**src/rtl/nrisc_run_ctrl_if.sv**
```systemverilog
// rtl/nrisc_run_ctrl_if.sv - program load stream and IMEM write port of the nRisc run controller
interface nrisc_run_ctrl_if #(
    parameter int DATA_W = 8,
    parameter int ADDR_W = 8
);
    logic              LoadValid;
    logic              LoadReady;
    logic [DATA_W-1:0] LoadData;
    logic              LoadLast;
    logic              ImemWrEn;
    logic [ADDR_W-1:0] ImemWrAddr;
    logic [DATA_W-1:0] ImemWrData;

    modport master (
        output LoadValid, LoadData, LoadLast,
        input  LoadReady, ImemWrEn, ImemWrAddr, ImemWrData
    );

    modport slave (
        input  LoadValid, LoadData, LoadLast,
        output LoadReady, ImemWrEn, ImemWrAddr, ImemWrData
    );
endinterface

```
**src/rtl/nrisc_run_ctrl.sv**
```systemverilog
// rtl/nrisc_run_ctrl.sv - nRisc run controller: program loader, core release, event counters, halt/limit stop
module nrisc_run_ctrl #(
    parameter int DATA_W      = 8,
    parameter int ADDR_W      = 8,
    parameter int IMEM_DEPTH  = 256,
    parameter int HALT_CYCLES = 4,
    parameter int CNT_W       = 32
) (
    input  logic              clk,
    input  logic              rst,
    nrisc_run_ctrl_if.slave   loadBus,
    input  logic              Start,
    input  logic [CNT_W-1:0]  MaxCycles,
    output logic              CpuReset,
    output logic              CpuEnable,
    input  logic [ADDR_W-1:0] SaidaPC,
    input  logic              EscReg,
    input  logic              EscMem,
    input  logic              LerMem,
    output logic              Done,
    output logic              Timeout,
    output logic              Overflow,
    output logic [ADDR_W:0]   ProgLen,
    output logic [CNT_W-1:0]  CycleCount,
    output logic [CNT_W-1:0]  RegWrites,
    output logic [CNT_W-1:0]  MemWrites,
    output logic [CNT_W-1:0]  MemReads
);
    localparam int STAB_W = $clog2(HALT_CYCLES + 1);
    localparam logic [ADDR_W:0]   DEPTH_L = (ADDR_W + 1)'(IMEM_DEPTH);
    localparam logic [STAB_W-1:0] HALT_L  = STAB_W'(HALT_CYCLES);

    typedef enum logic [1:0] {IDLE, LOAD, RUN, DONE} state_t;

    state_t            state;
    logic [CNT_W-1:0]  maxLatched;
    logic              lastSeen;
    logic              firstRun;
    logic [ADDR_W-1:0] prevPC;
    logic [STAB_W-1:0] stableCnt;

    logic              transfer;
    logic [CNT_W:0]    cycPlusOne;
    logic [STAB_W-1:0] stableNext;
    logic              haltNow;
    logic              limitNow;

    function automatic logic [CNT_W-1:0] satInc(input logic [CNT_W-1:0] v, input logic en);
        return (en && (v != '1)) ? v + 1'b1 : v;
    endfunction

    assign transfer   = loadBus.LoadValid & loadBus.LoadReady;
    assign cycPlusOne = {1'b0, CycleCount} + 1'b1;

    // The first RUN cycle only captures the PC, so it never counts as a repeat.
    always_comb begin
        stableNext = '0;
        if (!firstRun && (SaidaPC == prevPC)) begin
            stableNext = stableCnt + 1'b1;
        end
        haltNow  = (stableNext == HALT_L);
        limitNow = (maxLatched != '0) && (cycPlusOne == {1'b0, maxLatched});
    end

    always_ff @(posedge clk) begin
        if (rst) begin
            state              <= IDLE;
            CpuReset           <= 1'b1;
            CpuEnable          <= 1'b0;
            loadBus.LoadReady  <= 1'b0;
            loadBus.ImemWrEn   <= 1'b0;
            loadBus.ImemWrAddr <= '0;
            loadBus.ImemWrData <= '0;
            Done               <= 1'b0;
            Timeout            <= 1'b0;
            Overflow           <= 1'b0;
            ProgLen            <= '0;
            CycleCount         <= '0;
            RegWrites          <= '0;
            MemWrites          <= '0;
            MemReads           <= '0;
            maxLatched         <= '0;
            lastSeen           <= 1'b0;
            firstRun           <= 1'b0;
            prevPC             <= '0;
            stableCnt          <= '0;
        end else begin
            loadBus.ImemWrEn <= 1'b0;
            case (state)
                IDLE, DONE: begin
                    if (Start) begin
                        state             <= LOAD;
                        loadBus.LoadReady <= 1'b1;
                        CpuReset          <= 1'b1;
                        CpuEnable         <= 1'b0;
                        Done              <= 1'b0;
                        Timeout           <= 1'b0;
                        Overflow          <= 1'b0;
                        ProgLen           <= '0;
                        CycleCount        <= '0;
                        RegWrites         <= '0;
                        MemWrites         <= '0;
                        MemReads          <= '0;
                        maxLatched        <= MaxCycles;
                        lastSeen          <= 1'b0;
                    end
                end
                LOAD: begin
                    // Release the core only once the final word has reached IMEM.
                    if (lastSeen) begin
                        state     <= RUN;
                        CpuReset  <= 1'b0;
                        CpuEnable <= 1'b1;
                        firstRun  <= 1'b1;
                        prevPC    <= '0;
                        stableCnt <= '0;
                    end else if (transfer) begin
                        if (ProgLen == DEPTH_L) begin
                            state             <= DONE;
                            Overflow          <= 1'b1;
                            Done              <= 1'b1;
                            loadBus.LoadReady <= 1'b0;
                        end else begin
                            loadBus.ImemWrEn   <= 1'b1;
                            loadBus.ImemWrAddr <= ProgLen[ADDR_W-1:0];
                            loadBus.ImemWrData <= loadBus.LoadData;
                            ProgLen            <= ProgLen + 1'b1;
                            if (loadBus.LoadLast) begin
                                loadBus.LoadReady <= 1'b0;
                                lastSeen          <= 1'b1;
                            end
                        end
                    end
                end
                RUN: begin
                    CycleCount <= satInc(CycleCount, 1'b1);
                    RegWrites  <= satInc(RegWrites, EscReg);
                    MemWrites  <= satInc(MemWrites, EscMem);
                    MemReads   <= satInc(MemReads, LerMem);
                    prevPC     <= SaidaPC;
                    firstRun   <= 1'b0;
                    stableCnt  <= stableNext;
                    if (haltNow || limitNow) begin
                        state     <= DONE;
                        Done      <= 1'b1;
                        CpuEnable <= 1'b0;
                        Timeout   <= !haltNow;
                    end
                end
                default: state <= IDLE;
            endcase
        end
    end
endmodule
```
**src/flat_wrapper.sv**
```systemverilog
// flat-port wrapper written by rule: the top's interface ports become plain ports
module nrisc_run_ctrl_flat 
#(
    parameter int DATA_W      = 8,
    parameter int ADDR_W      = 8,
    parameter int IMEM_DEPTH  = 256,
    parameter int HALT_CYCLES = 4,
    parameter int CNT_W       = 32
)
  (clk, rst, Start, MaxCycles, CpuReset, CpuEnable, SaidaPC, EscReg, EscMem, LerMem, Done, Timeout, Overflow, ProgLen, CycleCount, RegWrites, MemWrites, MemReads, loadBus_LoadValid, loadBus_LoadData, loadBus_LoadLast, loadBus_LoadReady, loadBus_ImemWrEn, loadBus_ImemWrAddr, loadBus_ImemWrData);
  nrisc_run_ctrl_if #(.DATA_W(DATA_W), .ADDR_W(ADDR_W)) loadBus_i ();
  input  logic clk;
  input  logic rst;
  input  logic Start;
  input  logic [CNT_W-1:0] MaxCycles;
  output logic CpuReset;
  output logic CpuEnable;
  input  logic [ADDR_W-1:0] SaidaPC;
  input  logic EscReg;
  input  logic EscMem;
  input  logic LerMem;
  output logic Done;
  output logic Timeout;
  output logic Overflow;
  output logic [ADDR_W:0] ProgLen;
  output logic [CNT_W-1:0] CycleCount;
  output logic [CNT_W-1:0] RegWrites;
  output logic [CNT_W-1:0] MemWrites;
  output logic [CNT_W-1:0] MemReads;
  input wire logic [$bits(loadBus_i.LoadValid)-1:0] loadBus_LoadValid;
  input wire logic [$bits(loadBus_i.LoadData)-1:0] loadBus_LoadData;
  input wire logic [$bits(loadBus_i.LoadLast)-1:0] loadBus_LoadLast;
  output wire logic [$bits(loadBus_i.LoadReady)-1:0] loadBus_LoadReady;
  output wire logic [$bits(loadBus_i.ImemWrEn)-1:0] loadBus_ImemWrEn;
  output wire logic [$bits(loadBus_i.ImemWrAddr)-1:0] loadBus_ImemWrAddr;
  output wire logic [$bits(loadBus_i.ImemWrData)-1:0] loadBus_ImemWrData;
  assign loadBus_i.LoadValid = loadBus_LoadValid;
  assign loadBus_i.LoadData = loadBus_LoadData;
  assign loadBus_i.LoadLast = loadBus_LoadLast;
  assign loadBus_LoadReady = loadBus_i.LoadReady;
  assign loadBus_ImemWrEn = loadBus_i.ImemWrEn;
  assign loadBus_ImemWrAddr = loadBus_i.ImemWrAddr;
  assign loadBus_ImemWrData = loadBus_i.ImemWrData;
  nrisc_run_ctrl #(.DATA_W(DATA_W), .ADDR_W(ADDR_W), .IMEM_DEPTH(IMEM_DEPTH), .HALT_CYCLES(HALT_CYCLES), .CNT_W(CNT_W)) u_core (.clk(clk), .rst(rst), .loadBus(loadBus_i), .Start(Start), .MaxCycles(MaxCycles), .CpuReset(CpuReset), .CpuEnable(CpuEnable), .SaidaPC(SaidaPC), .EscReg(EscReg), .EscMem(EscMem), .LerMem(LerMem), .Done(Done), .Timeout(Timeout), .Overflow(Overflow), .ProgLen(ProgLen), .CycleCount(CycleCount), .RegWrites(RegWrites), .MemWrites(MemWrites), .MemReads(MemReads));
endmodule
```
**config.mk**
```make
export PLATFORM = sky130hd
export DESIGN_NAME = nrisc_run_ctrl_flat
export DESIGN_NICKNAME = d
export VERILOG_FILES = /design/src/rtl/nrisc_run_ctrl_if.sv /design/src/rtl/nrisc_run_ctrl.sv /design/src/flat_wrapper.sv
export SDC_FILE = /design/constraint.sdc
export NUM_CORES = 1
export LEC_CHECK = 0
export ABC_CLOCK_PERIOD_IN_PS = 3500
export CORE_ASPECT_RATIO = 0.75
export CORE_MARGIN = 2
export CORE_UTILIZATION = 45
export DETAILED_ROUTE_END_ITERATION = 16
export PLACE_DENSITY = 0.68
export SLEW_MARGIN = 40
export SYNTH_ARGS = -nofsm -noshare
export SYNTH_HDL_FRONTEND = slang
export SYNTH_SLANG_ARGS = --single-unit
```
**constraint.sdc**
```tcl
create_clock -name clk -period 3.5 [get_ports clk]
set_input_delay 0.7 -clock clk [delete_from_list [all_inputs] [get_ports clk]]
set_output_delay 0.7 -clock clk [all_outputs]
set_load 0.02 [all_outputs]
```
==> impl_results.md <==
* Area delta synth->final at 29.5%
* Drt total wl at 32400 um
* RR Startpoint: u_core.CycleCount[2]
* Die area at 0.0249 mm2
* Post-DP HPWL at 23100 um
* Layout Nets at 1598
* Status: completed
* Leakage at 4.73 nW
* R2R Setup Slk at 0.16 ns
* # setup viols final at 0
* Tot Pwr at 0.00671 W
* Initial antenna violation count at 2
* Post-synthesis simple-gate area fraction at 0.309
* Synth Area in Compound Gates at 0.133
* Mux cell area share after synthesis at 0.0106
* Worst Path Max Fanout at 13
* Mean post-synth cell area at 7.93 um2
* TNS Setup at 0 ns
* TritonCTS buffer count at 23
* Fraction of layout cells with a size suffix above 1 at 0.0594
* Core Util, Final at 0.596
* Min-Delay Path Class: register to register
* F_max at 0.299 GHz
* First-pass GRT wire length at 51400 um
* Xor and xnor area share after synthesis at 0.108
* Most frequent cells in the layout: clkdlybuf4s50_1 (214), dfxtp_1 (207), nand2_1 (200)
* Vias at 10399
* Row count at 48
* Post-synth EDFFs at 0
* Critical Path RT at 3.90 ns
* Clock-pin transition on the worst setup and hold timing paths at 0.06 ns
* Syn nets at 1406
* Kind of critical path: register to register
* Cells on Worst Hold Path at 2
* Post-Syn Instances at 1341
* Routability cong. at 0.930
* Post-Synth Adder-Cell Area at 0.0106
* Area leader, netlist: dfxtp_1
* GRT overflow at 0
* CTS tree: yes
* Crit path launch: u_core.CycleCount[2]
* Die Height at 137 um
* HP Start: u_core.loadBus.ImemWrAddr[0]
* CTS sink count at 207
* Clock Latency Late Sink at 0.51 ns
* DR DRC count at 0
* Seq/Total Area, Yosys at 0.390
* Critical Path Sink: u_core.state[0]
* Die width at 182 um
* Max_slew headroom at 0.501
* Core footprint at 0.0231 mm2
* Pwr dens at 487 mW/mm2
* DRT Pass-1 Iters at 5
* Routed Antenna Nets at 0
* Mapped Area at 0.0106 mm2
* Kind of end point of the critical path: register
* Critical R2R Capture: u_core.state[0]
* CTS Hold Bufs at 0
* VDD IR max at 359 uV
* Total track usage at 0.256
* Slew Limit Fails at 0
* Fin crit share at 0.954
* Min Hold Slack at 0.452 ns
* Final Hold Viols at 0
* CTS Buffer Depth at 3
* Largest family of logic cells by synthesized area: simple AND/OR/NAND/NOR gates
* FF+latch count, synth at 207
* Arr. time, crit path at 3.74 ns
* IO buf count at 215
* Most common cell after layout, fill and taps aside: clkdlybuf4s50_1
* Routed len/inst at 17.5 um
* Post-DR vias/cell at 5.62
* CTS resizes at 0
* # Post-CTS Setup Buffers at 0
* I/O Pins at 216
* Startpoint Class: register
* Post-route clock skew at 0.00986 ns
* Yosys warning count at 0
* CTS H-tree depth at 1
* Top cell type's share of synthesized area at 0.390
* Top_reg_cell synth: dfxtp_1
* Yosys cell types at 77
* R2r worst-path depth at 9
* Vias in the first global route at 9367
* Asr flop ratio synth at 0
* Worst Tran Pin Value at 0.746 ns
* Maxcap violations at 0
* Root Driver: clkbuf_16
* Top cells by area, synth: dfxtp_1 (39%), nand2_1 (7.1%), xor2_1 (5.8%)
* Largest net degree at the start of global routing at 91
* RSZ-0062 raised after global routing: false
* Initial Util at 0.460
* Number of fill cells in the layout at 2134
* DR iter-0 viols at 814
* Fin crit period at 3.34 ns
flip-flops by register name, indices dropped and copies added (netlist names), 2 cells and up:
| signal | count |
|---|---|
| u_core.stableCnt | 3 |
| u_core.prevPC | 8 |
| u_core.loadBus.ImemWrData | 8 |
| u_core.RegWrites | 32 |
| u_core.loadBus.ImemWrAddr | 8 |
| u_core.MemReads | 32 |
| u_core.maxLatched | 32 |
| u_core.CycleCount | 32 |
| u_core.ProgLen | 9 |
| u_core.MemWrites | 32 |
| u_core.state | 2 |
worst min-delay path by stage:
stage | endpoint | slack (ns)
2_1_floorplan | u_core.firstRun | 0.45
6_report | u_core.loadBus.ImemWrAddr[0] | 0.45
5_1_grt | u_core.loadBus.ImemWrAddr[7] | 0.48
4_1_cts | u_core.loadBus.ImemWrAddr[0] | 0.45
3_5_place_dp | u_core.loadBus.ImemWrAddr[0] | 0.45
3_3_place_gp | u_core.loadBus.ImemWrAddr[3] | 0.44
metrics by stage:
stage / cell area (um2) / worst slack (ns) / std cells
floorplan: 10600 / 0.787 / 1341
global placement: 13100 / 0.452 / 1808
detailed placement: 13100 / 0.392 / 1808
CTS: 13800 / 0.267 / 1849
global route: 13800 / 0.0240 / 1850
finish: 13800 / 0.161 / 1850
logic make-up after synthesis:
kind of cell,Yosys count
DFF,207
buffers and inverters,102
xor gates and xnor gates,131
adders and majority gates,9
muxes,11
and+or+nand+nor,644
AOI/OAI and AO/OA,237
synth_stat cells (6+ instances only):
master    count
xnor2_1      60
nand2_1     200
or3_1        25
dfxtp_1     207
nor4_1       19
and2_1       12
nor3_1       27
nand4_1      43
mux2i_1       9
ha_1          9
nand2b_1      6
clkbuf_1     47
nand3_1      50
a221oi_1      8
and3_1       21
a31oi_1      12
nand3b_1      6
inv_1        26
buf_1         8
and4_1       24
xor2_1       71
buf_2        15
o21ai_0      46
a21oi_1     123
nor2_1      165
layout make-up:
cell class,count,area (um2),area share
multi-input combinational,1032,6070,0.440
sequential,207,4140,0.301
timing repair buffer,243,2380,0.173
clock inverter,7,63.8,0.00463
antenna,1,2.50,0.000182
clock buffer,34,647,0.0470
tap,300,375,0.0273
inverter,26,97.6,0.00709
power by group:
part | internal (W) | switching [W] | total [W] | leakage (nW)
Combinational | 0.000615 | 0.00117 | 0.00179 | 2.71
Sequential | 0.00247 | 0.000130 | 0.00260 | 1.67
Clock | 0.00135 | 0.000963 | 0.00231 | 0.353
Total | 0.00444 | 0.00227 | 0.00671 | 4.73
worst max-delay path, stage by stage, from the launching register on:
cell and delay (ns):
dfxtp_1 0.58, nand4_2 0.36, nor4_4 0.50, xor2_1 0.25, o21ai_0 0.18, nor4b_1 0.42
nand4_1 0.28, nand2_2 0.22, a31oi_1 0.12, a311oi_1 0.31
per-layer routing:
layer	wire, um	part of all wire	track usage	up-vias
met5	12	0.00037	0	-
met4	622	0.019	0.0560	2
met3	2570	0.079	0.0607	41
met2	13200	0.41	0.369	363
met1	16000	0.49	0.384	4900
li1	-	-	-	5093
Note: power is estimated with default switching activity, not from simulation.
